**config.mk**
```make
export PLATFORM = sky130hd
export DESIGN_NAME = mem_arbiter_flat
export DESIGN_NICKNAME = d
export VERILOG_FILES = /design/src/rtl/mem_arbiter_if.sv /design/src/rtl/mem_arbiter.sv /design/src/flat_wrapper.sv
export SDC_FILE = /design/constraint.sdc
export NUM_CORES = 1
export LEC_CHECK = 0
export CORE_MARGIN = 2
export CORE_UTILIZATION = 43
export CTS_CLUSTER_DIAMETER = 60
export DETAILED_ROUTE_END_ITERATION = 10
export HOLD_SLACK_MARGIN = 0.1
export PLACE_DENSITY = 0.78
export SYNTH_ARGS = -nofsm -noshare
export SYNTH_HDL_FRONTEND = slang
export SYNTH_SLANG_ARGS = --single-unit
```
**constraint.sdc**
```tcl
create_clock -name clk_in -period 4.9 [get_ports clk_in]
set_input_delay 0.735 -clock clk_in [delete_from_list [all_inputs] [get_ports clk_in]]
set_output_delay 0.735 -clock clk_in [all_outputs]
set_load 0.005 [all_outputs]
```
**src/rtl/mem_arbiter_if.sv**
```systemverilog
// Bus bundle between the memory arbiter and its neighbours: the byte-wide
// RAM/IO port, the instruction-fetch request channel and the load/store
// buffer request channel. The arbiter uses the master view, and the
// environment (RAM, fetcher, LSB) uses the slave view.
interface mem_arbiter_if;
    // RAM / IO port
    logic [7:0]  mem_din;
    logic [7:0]  mem_dout;
    logic [31:0] mem_a;
    logic        mem_wr;
    logic        io_buffer_full;

    // Pipeline flush
    logic        _clear;

    // Instruction fetch channel
    logic        _if_ready;
    logic [31:0] _if_addr;
    logic        _if_recive;
    logic        _if_mem_ready;
    logic [31:0] _if_data;

    // Load/store buffer channel
    logic        _lsb_mem_ready;
    logic [1:0]  _work_type;
    logic        _r_nw_in;
    logic [31:0] _addr;
    logic [31:0] _data_in;
    logic        _recive;
    logic        _mem_lsb_ready;
    logic [31:0] _data_out;

    modport master (
        input  mem_din, io_buffer_full, _clear,
        input  _if_ready, _if_addr,
        input  _lsb_mem_ready, _work_type, _r_nw_in, _addr, _data_in,
        output mem_dout, mem_a, mem_wr,
        output _if_recive, _if_mem_ready, _if_data,
        output _recive, _mem_lsb_ready, _data_out
    );

    modport slave (
        output mem_din, io_buffer_full, _clear,
        output _if_ready, _if_addr,
        output _lsb_mem_ready, _work_type, _r_nw_in, _addr, _data_in,
        input  mem_dout, mem_a, mem_wr,
        input  _if_recive, _if_mem_ready, _if_data,
        input  _recive, _mem_lsb_ready, _data_out
    );
endinterface

```
**src/rtl/mem_arbiter.sv**
```systemverilog
// Memory arbiter: shares the single byte-wide RAM/IO port between the
// instruction fetcher (32-bit reads) and the load/store buffer (1/2/4-byte
// loads and stores). Multi-byte accesses run as consecutive byte cycles;
// read bytes are packed little-endian into a 32-bit shift register.
// A flush aborts reads, but a store that has started always completes.
module mem_arbiter #(
    parameter logic [31:0] IO_BASE     = 32'h0003_0000,
    parameter logic        RESET_GRANT = 1'b1
) (
    input  logic          clk_in,
    input  logic          rst_in,
    input  logic          rdy_in,
    mem_arbiter_if.master bus
);

    typedef enum logic [1:0] {
        ST_IDLE  = 2'd0,
        ST_READ  = 2'd1,
        ST_WRITE = 2'd2
    } state_e;

    // Requester identities; last_grant uses the same encoding.
    localparam logic OWN_IF  = 1'b0;
    localparam logic OWN_LSB = 1'b1;

    state_e      state_q,      state_d;
    logic [31:0] addr_q,       addr_d;
    logic [2:0]  n_q,          n_d;        // bytes in this access: 1, 2 or 4
    logic [2:0]  k_q,          k_d;        // current byte index
    logic        owner_q,      owner_d;
    logic [31:0] sh_q,         sh_d;       // read shift register
    logic [31:0] wdata_q,      wdata_d;    // latched store data
    logic        last_grant_q, last_grant_d;
    logic        orphan_q,     orphan_d;   // store survived a flush; no done pulse
    logic        if_done_q,    if_done_d;
    logic        lsb_done_q,   lsb_done_d;
    logic [31:0] if_data_q,    if_data_d;
    logic [31:0] lsb_data_q,   lsb_data_d;

    logic        grant_if;
    logic        grant_lsb;
    logic        io_stall;
    logic [31:0] cur_addr;

    // Access size in bytes; the unused encoding 2'b10 is treated as a word.
    function automatic logic [2:0] size_bytes(input logic [1:0] wt);
        case (wt)
            2'b00:   return 3'd1;
            2'b01:   return 3'd2;
            default: return 3'd4;
        endcase
    endfunction

    // An IO write stalls in place while the IO buffer is full.
    assign io_stall = (addr_q >= IO_BASE) && bus.io_buffer_full;
    // Byte address of the current cycle; wraps naturally past 32'hFFFF_FFFF.
    assign cur_addr = addr_q + {29'd0, k_q};

    // State register: synchronous reset, frozen entirely while rdy_in is low.
    always_ff @(posedge clk_in) begin
        // NOTE: sequential state is updated with non-blocking assignments so
        // every register samples the pre-edge values of all the others.
        if (rst_in) begin
            state_q      <= ST_IDLE;
            addr_q       <= '0;
            n_q          <= '0;
            k_q          <= '0;
            owner_q      <= OWN_IF;
            sh_q         <= '0;
            wdata_q      <= '0;
            last_grant_q <= RESET_GRANT;
            orphan_q     <= 1'b0;
            if_done_q    <= 1'b0;
            lsb_done_q   <= 1'b0;
            if_data_q    <= '0;
            lsb_data_q   <= '0;
        end else if (rdy_in) begin
            state_q      <= state_d;
            addr_q       <= addr_d;
            n_q          <= n_d;
            k_q          <= k_d;
            owner_q      <= owner_d;
            sh_q         <= sh_d;
            wdata_q      <= wdata_d;
            last_grant_q <= last_grant_d;
            orphan_q     <= orphan_d;
            if_done_q    <= if_done_d;
            lsb_done_q   <= lsb_done_d;
            if_data_q    <= if_data_d;
            lsb_data_q   <= lsb_data_d;
        end
    end

    // Next-state logic: arbitration, byte sequencing, flush handling.
    always_comb begin
        // NOTE: every variable gets a default before the case so no path
        // leaves it unassigned, which would otherwise infer a latch.
        state_d      = state_q;
        addr_d       = addr_q;
        n_d          = n_q;
        k_d          = k_q;
        owner_d      = owner_q;
        sh_d         = sh_q;
        wdata_d      = wdata_q;
        last_grant_d = last_grant_q;
        orphan_d     = orphan_q;
        if_done_d    = 1'b0;
        lsb_done_d   = 1'b0;
        if_data_d    = if_data_q;
        lsb_data_d   = lsb_data_q;
        grant_if     = 1'b0;
        grant_lsb    = 1'b0;

        case (state_q)
            ST_IDLE: begin
                orphan_d = 1'b0;
                if (!bus._clear) begin
                    // On a tie the requester that was not granted last wins.
                    if (bus._if_ready &&
                        (!bus._lsb_mem_ready || last_grant_q == OWN_LSB)) begin
                        grant_if = 1'b1;
                    end else if (bus._lsb_mem_ready) begin
                        grant_lsb = 1'b1;
                    end
                end

                if (grant_if) begin
                    owner_d      = OWN_IF;
                    last_grant_d = OWN_IF;
                    addr_d       = bus._if_addr;
                    n_d          = 3'd4;
                    k_d          = 3'd0;
                    sh_d         = '0;
                    state_d      = ST_READ;
                end else if (grant_lsb) begin
                    owner_d      = OWN_LSB;
                    last_grant_d = OWN_LSB;
                    addr_d       = bus._addr;
                    n_d          = size_bytes(bus._work_type);
                    k_d          = 3'd0;
                    sh_d         = '0;
                    wdata_d      = bus._data_in;
                    state_d      = bus._r_nw_in ? ST_WRITE : ST_READ;
                end
            end

            ST_READ: begin
                if (bus._clear) begin
                    // Speculative read: drop it with no completion.
                    state_d = ST_IDLE;
                    k_d     = 3'd0;
                end else begin
                    // The byte for index k-1 arrives while index k is current.
                    if (k_q != 3'd0) begin
                        sh_d = {bus.mem_din, sh_q[31:8]};
                    end
                    if (k_q == n_q) begin
                        state_d = ST_IDLE;
                        k_d     = 3'd0;
                        if (owner_q == OWN_IF) begin
                            if_done_d = 1'b1;
                            if_data_d = sh_d;
                        end else begin
                            lsb_done_d = 1'b1;
                            lsb_data_d = sh_d;
                        end
                    end else begin
                        k_d = k_q + 3'd1;
                    end
                end
            end

            ST_WRITE: begin
                // A committed store keeps going through a flush, silently.
                if (bus._clear) begin
                    orphan_d = 1'b1;
                end
                if (!io_stall) begin
                    if (k_q == n_q - 3'd1) begin
                        state_d    = ST_IDLE;
                        k_d        = 3'd0;
                        lsb_done_d = !(orphan_q || bus._clear);
                    end else begin
                        k_d = k_q + 3'd1;
                    end
                end
            end

            default: begin
                state_d = ST_IDLE;
                k_d     = 3'd0;
            end
        endcase
    end

    // Output decode: memory port from registers, pulses gated by rdy_in.
    always_comb begin
        bus.mem_a    = '0;
        bus.mem_wr   = 1'b0;
        bus.mem_dout = '0;

        case (state_q)
            ST_READ: begin
                if (k_q != n_q) begin
                    bus.mem_a = cur_addr;
                end
            end
            ST_WRITE: begin
                bus.mem_a  = cur_addr;
                bus.mem_wr = rdy_in && !io_stall;
                case (k_q[1:0])
                    2'd0:    bus.mem_dout = wdata_q[7:0];
                    2'd1:    bus.mem_dout = wdata_q[15:8];
                    2'd2:    bus.mem_dout = wdata_q[23:16];
                    default: bus.mem_dout = wdata_q[31:24];
                endcase
            end
            default: ;
        endcase

        bus._if_recive     = grant_if  && rdy_in && !rst_in;
        bus._recive        = grant_lsb && rdy_in && !rst_in;
        bus._if_mem_ready  = if_done_q  && rdy_in && !bus._clear;
        bus._mem_lsb_ready = lsb_done_q && rdy_in && !bus._clear;
        bus._if_data       = if_data_q;
        bus._data_out      = lsb_data_q;
    end

    // Structural invariants of the arbiter.
    a_one_accept : assert property (@(posedge clk_in) disable iff (rst_in)
        !(bus._recive && bus._if_recive));
    a_one_done : assert property (@(posedge clk_in) disable iff (rst_in)
        !(if_done_q && lsb_done_q));
    a_wr_in_write : assert property (@(posedge clk_in) disable iff (rst_in)
        (state_q != ST_WRITE) |-> !bus.mem_wr);

endmodule

```
**src/flat_wrapper.sv**
```systemverilog
// flat-port wrapper written by rule: the top's interface ports become plain ports
module mem_arbiter_flat 
#(
    parameter logic [31:0] IO_BASE     = 32'h0003_0000,
    parameter logic        RESET_GRANT = 1'b1
)
  (clk_in, rst_in, rdy_in, bus_mem_din, bus_io_buffer_full, bus__clear, bus__if_ready, bus__if_addr, bus__lsb_mem_ready, bus__work_type, bus__r_nw_in, bus__addr, bus__data_in, bus_mem_dout, bus_mem_a, bus_mem_wr, bus__if_recive, bus__if_mem_ready, bus__if_data, bus__recive, bus__mem_lsb_ready, bus__data_out);
  mem_arbiter_if bus_i ();
  input  logic clk_in;
  input  logic rst_in;
  input  logic rdy_in;
  input wire logic [$bits(bus_i.mem_din)-1:0] bus_mem_din;
  input wire logic [$bits(bus_i.io_buffer_full)-1:0] bus_io_buffer_full;
  input wire logic [$bits(bus_i._clear)-1:0] bus__clear;
  input wire logic [$bits(bus_i._if_ready)-1:0] bus__if_ready;
  input wire logic [$bits(bus_i._if_addr)-1:0] bus__if_addr;
  input wire logic [$bits(bus_i._lsb_mem_ready)-1:0] bus__lsb_mem_ready;
  input wire logic [$bits(bus_i._work_type)-1:0] bus__work_type;
  input wire logic [$bits(bus_i._r_nw_in)-1:0] bus__r_nw_in;
  input wire logic [$bits(bus_i._addr)-1:0] bus__addr;
  input wire logic [$bits(bus_i._data_in)-1:0] bus__data_in;
  output wire logic [$bits(bus_i.mem_dout)-1:0] bus_mem_dout;
  output wire logic [$bits(bus_i.mem_a)-1:0] bus_mem_a;
  output wire logic [$bits(bus_i.mem_wr)-1:0] bus_mem_wr;
  output wire logic [$bits(bus_i._if_recive)-1:0] bus__if_recive;
  output wire logic [$bits(bus_i._if_mem_ready)-1:0] bus__if_mem_ready;
  output wire logic [$bits(bus_i._if_data)-1:0] bus__if_data;
  output wire logic [$bits(bus_i._recive)-1:0] bus__recive;
  output wire logic [$bits(bus_i._mem_lsb_ready)-1:0] bus__mem_lsb_ready;
  output wire logic [$bits(bus_i._data_out)-1:0] bus__data_out;
  assign bus_i.mem_din = bus_mem_din;
  assign bus_i.io_buffer_full = bus_io_buffer_full;
  assign bus_i._clear = bus__clear;
  assign bus_i._if_ready = bus__if_ready;
  assign bus_i._if_addr = bus__if_addr;
  assign bus_i._lsb_mem_ready = bus__lsb_mem_ready;
  assign bus_i._work_type = bus__work_type;
  assign bus_i._r_nw_in = bus__r_nw_in;
  assign bus_i._addr = bus__addr;
  assign bus_i._data_in = bus__data_in;
  assign bus_mem_dout = bus_i.mem_dout;
  assign bus_mem_a = bus_i.mem_a;
  assign bus_mem_wr = bus_i.mem_wr;
  assign bus__if_recive = bus_i._if_recive;
  assign bus__if_mem_ready = bus_i._if_mem_ready;
  assign bus__if_data = bus_i._if_data;
  assign bus__recive = bus_i._recive;
  assign bus__mem_lsb_ready = bus_i._mem_lsb_ready;
  assign bus__data_out = bus_i._data_out;
  mem_arbiter #(.IO_BASE(IO_BASE), .RESET_GRANT(RESET_GRANT)) u_core (.clk_in(clk_in), .rst_in(rst_in), .rdy_in(rdy_in), .bus(bus_i));
endmodule
```
# Word level (Yosys, flattened, before mapping)
# Cells that the tools add are included.
# classes
n_mux	53
add_sub_neg	3
n_reduce_logical	33
n_bitwise	3
order_cmp	1
n_eq_ne	14
# ops
cell	count
$mux 32	7
$pmux 32 s2	2
$add 32x3->32	1
$ge 32x18->1 const B	1
$mux 3	8
$pmux 8 s3	1
$mux 1	22
$reduce_and 5->1	3
$mux 2	7
$logic_and 1x1->1	11
$pmux 3 s3	1
$reduce_and 3->1	3
$mux 8	1
$reduce_and 4->1	2
$eq 2x1->1 const B	3
$eq 3x3->1	2
$logic_not 2->1	3
$ne 2x2->1 const B	3
$pmux 2 s3	1
$pmux 3 s2	1
$reduce_bool 2->1	3
$logic_not 1->1	5
$eq 2x2->1 const B	2
$pmux 1 s2	2
9 further kinds	12
# word_totals
regBits	173
output_inout_bits	109

# Longest topological paths before layout
# Gate-level depths: netlist of run 1.
# depth
word_depth	9
mapped_depth	10
depth_no_buf	8

# Worst setup path before layout of run 1
# OpenSTA, ideal clock, no wires.
# synth_path
path_type	register -> output
from	register u_core.k_q[0]
to	output port bus_mem_a[30]
path_buffers	0
path_slack_ns	2.216
arrival_ns	1.949
stages_incl_launch_ff	9
path_cell_list	dfxtp_1 -> ha_1 -> inv_1 -> fa_1 -> nor2b_1 -> o21ai_1 -> nor3_1 -> nand2_1 -> mux2i_1
# synth_via
elab_chain_len	3
elab_cells_between_ends	4
cone_classes	add/sub (1); eq/ne (1); mux (2)
# synth_rtl
element	line	text
start: declaration	mem_arbiter.sv:29	logic [2:0] k_q, k_d;
start signal: assignment	mem_arbiter.sv:81	k_q <= k_d;
$add 32x3->32 or $ne 3x3->1 (tied branches)	mem_arbiter.sv:57, mem_arbiter.sv:204	
$mux 32	mem_arbiter.sv:204	if (k_q != n_q) begin
$pmux 32 s2 (*)	mem_arbiter.sv:202	case (state_q)
end: declaration	flat_wrapper.sv:23	output wire logic [$bits(bus_i.mem_a)-1:0] bus_mem_a;
# Mark *: on every way between the ends. The rest lies on a longest branch, timed or not.

# Final worst setup path of run 1
# layout_path
from	register u_core.k_q[1]
to	output port bus_mem_a[27]
# Same word-level chain as after synthesis.

==> results_dict.tcl, run 1 <==
set metrics [dict create \
    status "finished with violations" \
    failed_checks "DRC" \
    cp-start-kind "flop" \
    rsz0062_at_grt "no" \
    end_kind "output pin" \
    start_util 0.440 \
    cts_max_level 4 \
    cts.repair.resized 0 \
    layout_common_cells "clkdlybuf4s50_1 (221), dfxtp_1 (173), nor2_1 (162), nand2_1 (98), a211oi_1 (98)" \
    area_delta_synth_final_pct 36.0 \
    synth_nets 1068 \
    syn-cell-area_mm2 0.00796 \
    via_count 7408 \
    cp_slowest_cell "a21oi_1" \
    post_cts_buffers 0 \
    fin_nets 1238 \
    crit_fanout 15 \
    die_y_um 140 \
    clock_sinks 173 \
    timing.hold.ws_ps 458 \
    worstMarginPinSlew_ps 1070 \
    yosysWarningCount 0 \
    final_common_cell "clkdlybuf4s50_1" \
    setup_viol 0 \
    slowest_delay_ps 810 \
    routed_wl_um 22000 \
    setup.worst_path.class "flop to output pin" \
    cts_made_buffers 17 \
    cts_tree "yes" \
    pin_count 223 \
    slew-limit-headroom 0.285 \
    cts_max_path_buffers 2 \
    cts_hold_buf 0 \
    num_antenna_cells 0 \
    arrival_ps 3350 \
    synth_edf_count 0 \
    ir_drop_mv 0.249 \
    grt_pass1_wl_um 35300 \
    crit_chain "ha_1, a21o_1, a21oi_1, or4_1, o21ai_0, a21oi_1, clkdlybuf4s50_1" \
    slew_viol_final 0 \
    clock_latency_ps 430 \
    dieWidth_um 140 \
    gr-total-overflow 0 \
    synth_ff_type "dfxtp_1" \
    dp_hpwl_um 15400 \
    seq_area_frac_synth 0.435 \
    layout_worst_path_cycle_share 0.833 \
    grt_max_degree 100 \
    drt_iter0_markers 495 \
    routedWlPerCell_um 16.3 \
    firstDrtPassIters 8 \
    core_area_mm2 0.0181 \
    fp.dieArea_mm2 0.0196 \
    netlist_instances 942 \
    async_flop_share 0 \
    antenna_found_initial 0 \
    ys_ff_latch 173 \
    cpMostUsedCell "a21oi_1" \
    io_buffers 222 \
    postRouteAntennaNets 0 \
    p_per_area_mw_per_mm2 288 \
    drc_errors 21 \
    skew_ps 14.7 \
    hold_viol 0 \
    grtUsageTotal 0.221 \
    drv_cap 0 \
    cts-root-buf "clkbuf_16" \
    cts.reportedPaths.clkPinSlew_ps 70 \
    hold_class "flop to flop" \
    setup_tns_ps 0 \
    grt_pass1_vias 6922 \
    cp.required_ps 4160 \
    max_freq_mhz 245 \
    drive_gt1_frac 0.0471 \
    routed_via_density 5.47 \
    rows 49 \
    period_minus_slack_ps 4080 \
    synth.avg_cell_area_um2 8.45 \
    yosysUniqueCellTypes 49 \
    p_leak_uw 0.00373 \
    place.gp.congestion 0.901 \
]
==> synthesized netlist by cell type (3+ instances only) <==
cell	count	area, um2
or3_1	6	37.5
dfxtp_1	173	3460
ha_1	11	138
buf_1	14	52.6
a22oi_1	34	255
o21a_1	3	22.5
and2_1	11	68.8
nand2_1	98	368
xor2_1	9	78.8
mux2i_1	65	651
inv_1	15	56.3
a21oi_1	45	225
o21ai_0	17	85.1
buf_2	11	55.1
xnor2_1	15	131
and4_1	6	52.6
a211oi_1	98	736
nor3_1	15	75.1
nor2b_1	5	31.3
or4_1	3	22.5
a211o_1	3	26.3
nand4_1	9	56.3
nand3_1	13	65.1
clkbuf_1	55	206
nor2_1	163	612
nand2b_1	5	31.3
a222oi_1	8	80.1
nor4_1	6	37.5
==> worst max-delay path: cells and delay by family (launching register included) <==
family          cells  cell delay [ps]
flops               1              480
compound gates      4             1260
simple gates        1              360
fa+ha+maj           1              290
buf+inv             1              530
==> flip-flops by register name, summed over array words and instances (netlist names), 2 cells and up <==
signal	count
u_core.bus._data_out	32
u_core.n_q	3
u_core.bus._if_data	32
u_core.wdata_q	32
u_core.addr_q	32
u_core.k_q	3
u_core.state_q	2
u_core.sh_q	32
==> worst paths after layout <==
check	start	to	slack (ps)	cells past startpoint
setup / recovery	u_core.k_q[1]	bus_mem_a[27]	820	7
setup reg to reg	u_core.k_q[1]	u_core.sh_q[14]	2180	9
hold reg to reg	u_core.wdata_q[24]	u_core.wdata_q[24]	460	2
hold / removal	u_core.wdata_q[24]	u_core.wdata_q[24]	460	2
==> logic make-up after synthesis <==
kind of cell | after synthesis | share of synthesized area
flops | 173 | 0.435
simple gates | 351 | 0.194
buf+inv | 95 | 0.0465
xor+xnor | 25 | 0.0292
fa+ha+maj | 12 | 0.0198
mux | 65 | 0.0817
compound gates | 221 | 0.193
==> power by group <==
part | internal (uW) | switching [uW] | total (uW)
combinational | 169 | 154 | 323
sequential | 1440 | 40.5 | 1490
clock | 691 | 616 | 1310
==> per-stage QoR <==
stage | utilization | power [uW] | worst slack, ps | area (um2) | std cells
after floorplan | - | 1680 | 2220 | 7960 | 942
after CTS | 0.599 | 3150 | 830 | 10800 | 1354
after detailed placement | 0.567 | 1840 | 1300 | 10200 | 1322
after global routing | 0.599 | 3250 | 573 | 10800 | 1354
final | 0.599 | 3110 | 819 | 10800 | 1354
after global placement | 0.567 | 1830 | 1320 | 10200 | 1322
==> cell type report <==
type | count | area [um2]
fill | 1615 | 7260
inverter | 15 | 56.3
timing repair buffer | 231 | 2290
tap | 229 | 287
clock buffer | 18 | 439
multi-input combinational | 674 | 4160
sequential | 173 | 3460
clock inverter | 14 | 138
==> layer usage <==
metal | share of wire | vias up | GRT usage
met3 | 0.085 | 28 | 0.0656
met2 | 0.47 | 238 | 0.370
met4 | 0.015 | 0 | 0.0569
met1 | 0.43 | 3438 | 0.280
met5 | 0 | - | 0
li1 | - | 3704 | -
Power figures use the tool's default switching activity.
==> inputs of run 2 (changes only) <==
- clock period: 4.9 -> 4.3 ns (I/O delays scaled with it)
==> run 2 against run 1 <==
  * Clock-buffer cell count down 1
  * Cell count up 0.15%
  * The run still ends with DRC left
  * Worst setup slack got worse by 520 ps
  * Die area unchanged
  * Via count down 0.11%
  * Non-clock buffer count increased by 4
  * Critical path type unchanged
  * Sequential share of layout area hardly changed
  * Largest cell class unchanged
  * First-iteration DRC count shrank 3.0%
  * Global-route usage is essentially flat
==> results_dict.tcl, run 2 (synthesized netlist as in run 1, its figures left out) <==
set metrics [dict create \
    status "finished with violations" \
    failed_checks "DRC" \
    cp.required_ps 3650 \
    num_antenna_cells 0 \
    p_leak_uw 0.00374 \
    setup_tns_ps 0 \
    rows 49 \
    gr-total-overflow 0 \
    cp-start-kind "flop" \
    grt_pass1_vias 6961 \
    dieWidth_um 140 \
    cts_tree "yes" \
    die_y_um 140 \
    hold_class "flop to flop" \
    timing.hold.ws_ps 455 \
    slew-limit-headroom 0.373 \
    grtUsageTotal 0.221 \
    crit_fanout 10 \
    rsz0062_at_grt "no" \
    start_util 0.440 \
    fp.dieArea_mm2 0.0196 \
    drc_errors 21 \
    drv_cap 0 \
    routed_via_density 5.46 \
    end_kind "output pin" \
    grt_pass1_wl_um 35200 \
    final_common_cell "clkdlybuf4s50_1" \
    setup.worst_path.class "flop to output pin" \
    ir_drop_mv 0.271 \
    place.gp.congestion 0.885 \
    crit_buf_inv 2 \
    io_buffers 222 \
    routedWlPerCell_um 16.4 \
    nFillCells 1584 \
    cts_hold_buf 0 \
    arrival_ps 3350 \
    cts.reportedPaths.clkPinSlew_ps 70 \
    dp_hpwl_um 15800 \
    cts-root-buf "clkbuf_16" \
    layout_worst_path_cycle_share 0.929 \
    drt_iter0_markers 480 \
    post_cts_buffers 0 \
    hold_viol 0 \
    path_delay_family "simple AND/OR/NAND/NOR gates" \
    slew_viol_final 0 \
    layout_common_cells "clkdlybuf4s50_1 (221), dfxtp_1 (173), nor2_1 (162), nand2_1 (98), a211oi_1 (98)" \
    cts.repair.resized 0 \
    cts_made_buffers 17 \
    fin_nets 1242 \
    crit_chain "inv_1, fa_1, nor2b_1, o21ai_1, nor3_1, nand2_1, mux2i_1, clkdlybuf4s50_1" \
    grt_max_degree 97 \
    firstDrtPassIters 9 \
    routed_wl_um 22200 \
    p_per_area_mw_per_mm2 327 \
    pin_count 223 \
    fin_util 0.599 \
    area_delta_synth_final_pct 36.2 \
    cts_max_level 4 \
    core_area_mm2 0.0181 \
    skew_ps 6.10 \
    postRouteAntennaNets 0 \
    cp_slowest_cell "clkdlybuf4s50_1" \
    slowest_delay_ps 550 \
    max_freq_mhz 250 \
    clock_latency_ps 430 \
    cts_max_path_buffers 2 \
    setup_viol 0 \
    drive_gt1_frac 0.0488 \
    period_minus_slack_ps 4000 \
    via_count 7400 \
    antenna_found_initial 0 \
    clock_sinks 173 \
    worstMarginPinSlew_ps 941 \
]
## run 2: worst paths after layout
| check | from | end | slack, ps | cells after the start |
|---|---|---|---|---|
| min | u_core.wdata_q[5] | u_core.wdata_q[5] | 460 | 2 |
| max reg2reg | u_core.k_q[1] | u_core.bus._if_data[5] | 1490 | 6 |
| min reg2reg | u_core.wdata_q[5] | u_core.wdata_q[5] | 460 | 2 |
| max | u_core.k_q[1] | bus_mem_a[30] | 300 | 8 |
## run 2: power by group
group | switching [uW] | internal [uW]
Combinational | 176 | 193
Clock | 672 | 808
Sequential | 45.7 | 1650
Total | 894 | 2650
## run 2: metrics by stage
step           power [uW]  std cells  setup WS [ps]  instance area, um2
2_1_floorplan        1910        942           1710                7960
3_3_place_gp         2090       1326            962               10300
4_1_cts              3570       1356            314               10800
6_report             3540       1356            303               10800
3_5_place_dp         2100       1326            819               10300
5_1_grt              3680       1356            114               10800
## run 2: area by class of cell
| class | instances | area, um2 | share of cell area |
|---|---|---|---|
| Multi-Input combinational cell | 674 | 4160 | 0.383 |
| Tap cell | 229 | 287 | 0.0264 |
| Clock buffer | 17 | 425 | 0.0393 |
| Sequential cell | 173 | 3460 | 0.320 |
| Clock inverter | 13 | 134 | 0.0124 |
| Inverter | 15 | 56.3 | 0.00520 |
| Timing Repair Buffer | 235 | 2320 | 0.214 |
## run 2: layer usage
metal / vias to the layer above / share of wire / global-route usage
met5: - / 0 / 0
met4: 0 / 0.015 / 0.0665
met3: 27 / 0.087 / 0.0715
met2: 254 / 0.47 / 0.370
met1: 3430 / 0.42 / 0.273
li1: 3689 / - / -
## run 2: tightest hold or removal path, stage by stage, from the launching register on
cell and delay (ps):
dfxtp_1 310, nand2_1 50, a21oi_1 50
==> inputs of run 3 (changes only) <==
- CORE_MARGIN: 2 -> default
==> run 3 against run 2 <==
  * The run now ends clean
  * Utilization rose by 0.28 points
  * Largest cell class unchanged
  * Register-to-register slack improved by 20 ps
  * Worst hold slack improved by 0.86 ps
  * Critical path depth did not move
  * Final area rose by 0.13%
  * Clock-buffer cell count rose by 1
  * Largest power group unchanged
  * Cell count barely moved
  * Critical path type unchanged
  * Combinational power barely moved
  * Global-route usage rose by 0.71 points
  * First-iteration DRC count fell by 12%
==> results_dict.tcl, run 3 (synthesized netlist as in run 1, its figures left out) <==
set metrics [dict create \
    postRouteAntennaNets 0 \
    cts_max_path_buffers 2 \
    globalRouteMet2Util 0.378 \
    hold_viol 0 \
    cts_max_level 4 \
    layout_worst_path_cycle_share 0.892 \
    clock_latency_ps 430 \
    num_antenna_cells 0 \
    arrival_ps 3190 \
    rr_worst_depth 9 \
    routedWlPerCell_um 16.2 \
    io_buffers 222 \
    max_freq_mhz 261 \
    fp.dieArea_mm2 0.0191 \
    grt_busiest_layer "met2" \
    cp.required_ps 3650 \
    grtUsageTotal 0.228 \
    slowest_delay_ps 540 \
    ir_drop_mv 0.278 \
    status "finished, final reports clean" \
    final_common_cell "clkdlybuf4s50_1" \
    clock_sinks 173 \
    place_ws_ps 925 \
    hold_depth 2 \
    pin_count 223 \
    p_per_area_mw_per_mm2 330 \
    p_leak_uw 0.00375 \
    rsz0062_at_grt "no" \
    hold_end "u_core.wdata_q[4]" \
    use_met3 0.0641 \
    drt_iter0_markers 424 \
    hold_class "flop to flop" \
    crit_fanout 10 \
    cts_tree "yes" \
    start_util 0.442 \
    drive_gt1_frac 0.0488 \
    cts.reportedPaths.clkPinSlew_ps 70 \
    crit_chain "inv_1, fa_1, nor2b_1, o21ai_1, nor3_1, nand2_1, mux2i_1, clkdlybuf4s50_1" \
    grt_pass1_vias 7001 \
    core_area_mm2 0.0180 \
    rows 49 \
    cp_slowest_cell "clkdlybuf4s50_1" \
    grt_max_degree 102 \
    worstMarginPinSlew_ps 1250 \
    cts-root-buf "clkbuf_16" \
    dieWidth_um 138 \
    cts_made_buffers 17 \
    area_delta_synth_final_pct 36.3 \
    firstDrtPassIters 5 \
    antenna_found_initial 0 \
    setup.worst_path.class "flop to output pin" \
    gr-total-overflow 0 \
    routed_via_density 5.46 \
    min-delay-start "u_core.wdata_q[4]" \
    end_kind "output pin" \
    cts_hold_buf 0 \
    fin_nets 1241 \
    r2r_end "u_core.sh_q[16]" \
    via_count 7404 \
    period_minus_slack_ps 3840 \
    drc_errors 0 \
    grt_use_met1 0.283 \
    timing.final.ws_setup_ps 463 \
    slew_viol_final 0 \
    dp_hpwl_um 15200 \
    routed_wl_um 22000 \
    die_y_um 138 \
    cts.repair.resized 0 \
    skew_ps 8.54 \
    drv_cap 0 \
    grt_pass1_wl_um 35600 \
    slew-limit-headroom 0.163 \
    r2r_setup_slack_ps 1510 \
    power_uw 3580 \
    cp-start-kind "flop" \
    r2r-start "u_core.k_q[1]" \
    place.gp.congestion 0.846 \
    layout_common_cells "clkdlybuf4s50_1 (221), dfxtp_1 (173), nor2_1 (162), nand2_1 (98), a211oi_1 (98)" \
    post_cts_buffers 0 \
    setup_viol 0 \
    setup_tns_ps 0 \
]
-- run 3: cell types whose count changed in the layout (fill, tap and decap cells not counted) --
| cell | previous run | this run |
|---|---|---|
| clkinvlp_4 | 2 | 1 |
| clkbuf_1 | 0 | 1 |
| clkinv_8 | 0 | 1 |
| inv_6 | 5 | 6 |
| buf_4 | 14 | 13 |
-- run 3: worst max-delay path, delay by kind of cell (launching register included) --
kind                     cells  cell delay (ps)
adder cells (fa/ha/maj)      1              450
AND/OR/NAND/NOR              3              710
buffers and inverters        2              690
multiplexers                 1              160
flip-flops                   1              480
AO/OA/AOI/OAI                1              280
-- run 3: where the power goes --
group,internal [uW],switching [uW]
registers,1650,46.4
clock network,822,700
logic,194,176
total,2660,922
-- run 3: layout make-up --
type / instances / area (um2)
tap: 229 / 287
fill: 1625 / 7170
clock inverter: 14 / 151
inverter: 15 / 56.3
timing repair buffer: 234 / 2310
clock buffer: 18 / 429
sequential: 173 / 3460
multi-input combinational: 674 / 4160
-- run 3: worst max path at each step --
| stage | from | end | slack, ps | cells past startpoint |
|---|---|---|---|---|
| after global routing | u_core.k_q[0] | bus_mem_a[30] | 190 | 9 |
| after CTS | u_core.k_q[1] | bus_mem_a[30] | 450 | 8 |
| after global placement | u_core.k_q[1] | bus_mem_a[30] | 980 | 8 |
| final | u_core.k_q[1] | bus_mem_a[30] | 460 | 8 |
| after floorplan | u_core.k_q[0] | bus_mem_a[30] | 1710 | 8 |
| after detailed placement | u_core.k_q[1] | bus_mem_a[30] | 920 | 8 |
-- run 3: layer usage --
| metal | routed length [um] | vias to the layer above |
|---|---|---|
| li1 | - | 3691 |
| met1 | 9500 | 3439 |
| met2 | 10400 | 239 |
| met3 | 1650 | 35 |
| met4 | 396 | 0 |
| met5 | 0 | - |
-- run 3: per-stage QoR --
| stage | cell area (um2) | hold slack (ps) | utilization | std cells |
|---|---|---|---|---|
| after floorplan | 7960 | 436 | - | 942 |
| after global placement | 10300 | 445 | 0.570 | 1325 |
| after detailed placement | 10300 | 449 | 0.570 | 1325 |
| after CTS | 10900 | 458 | 0.602 | 1357 |
| after global routing | 10900 | 472 | 0.602 | 1357 |
| final | 10900 | 456 | 0.602 | 1357 |
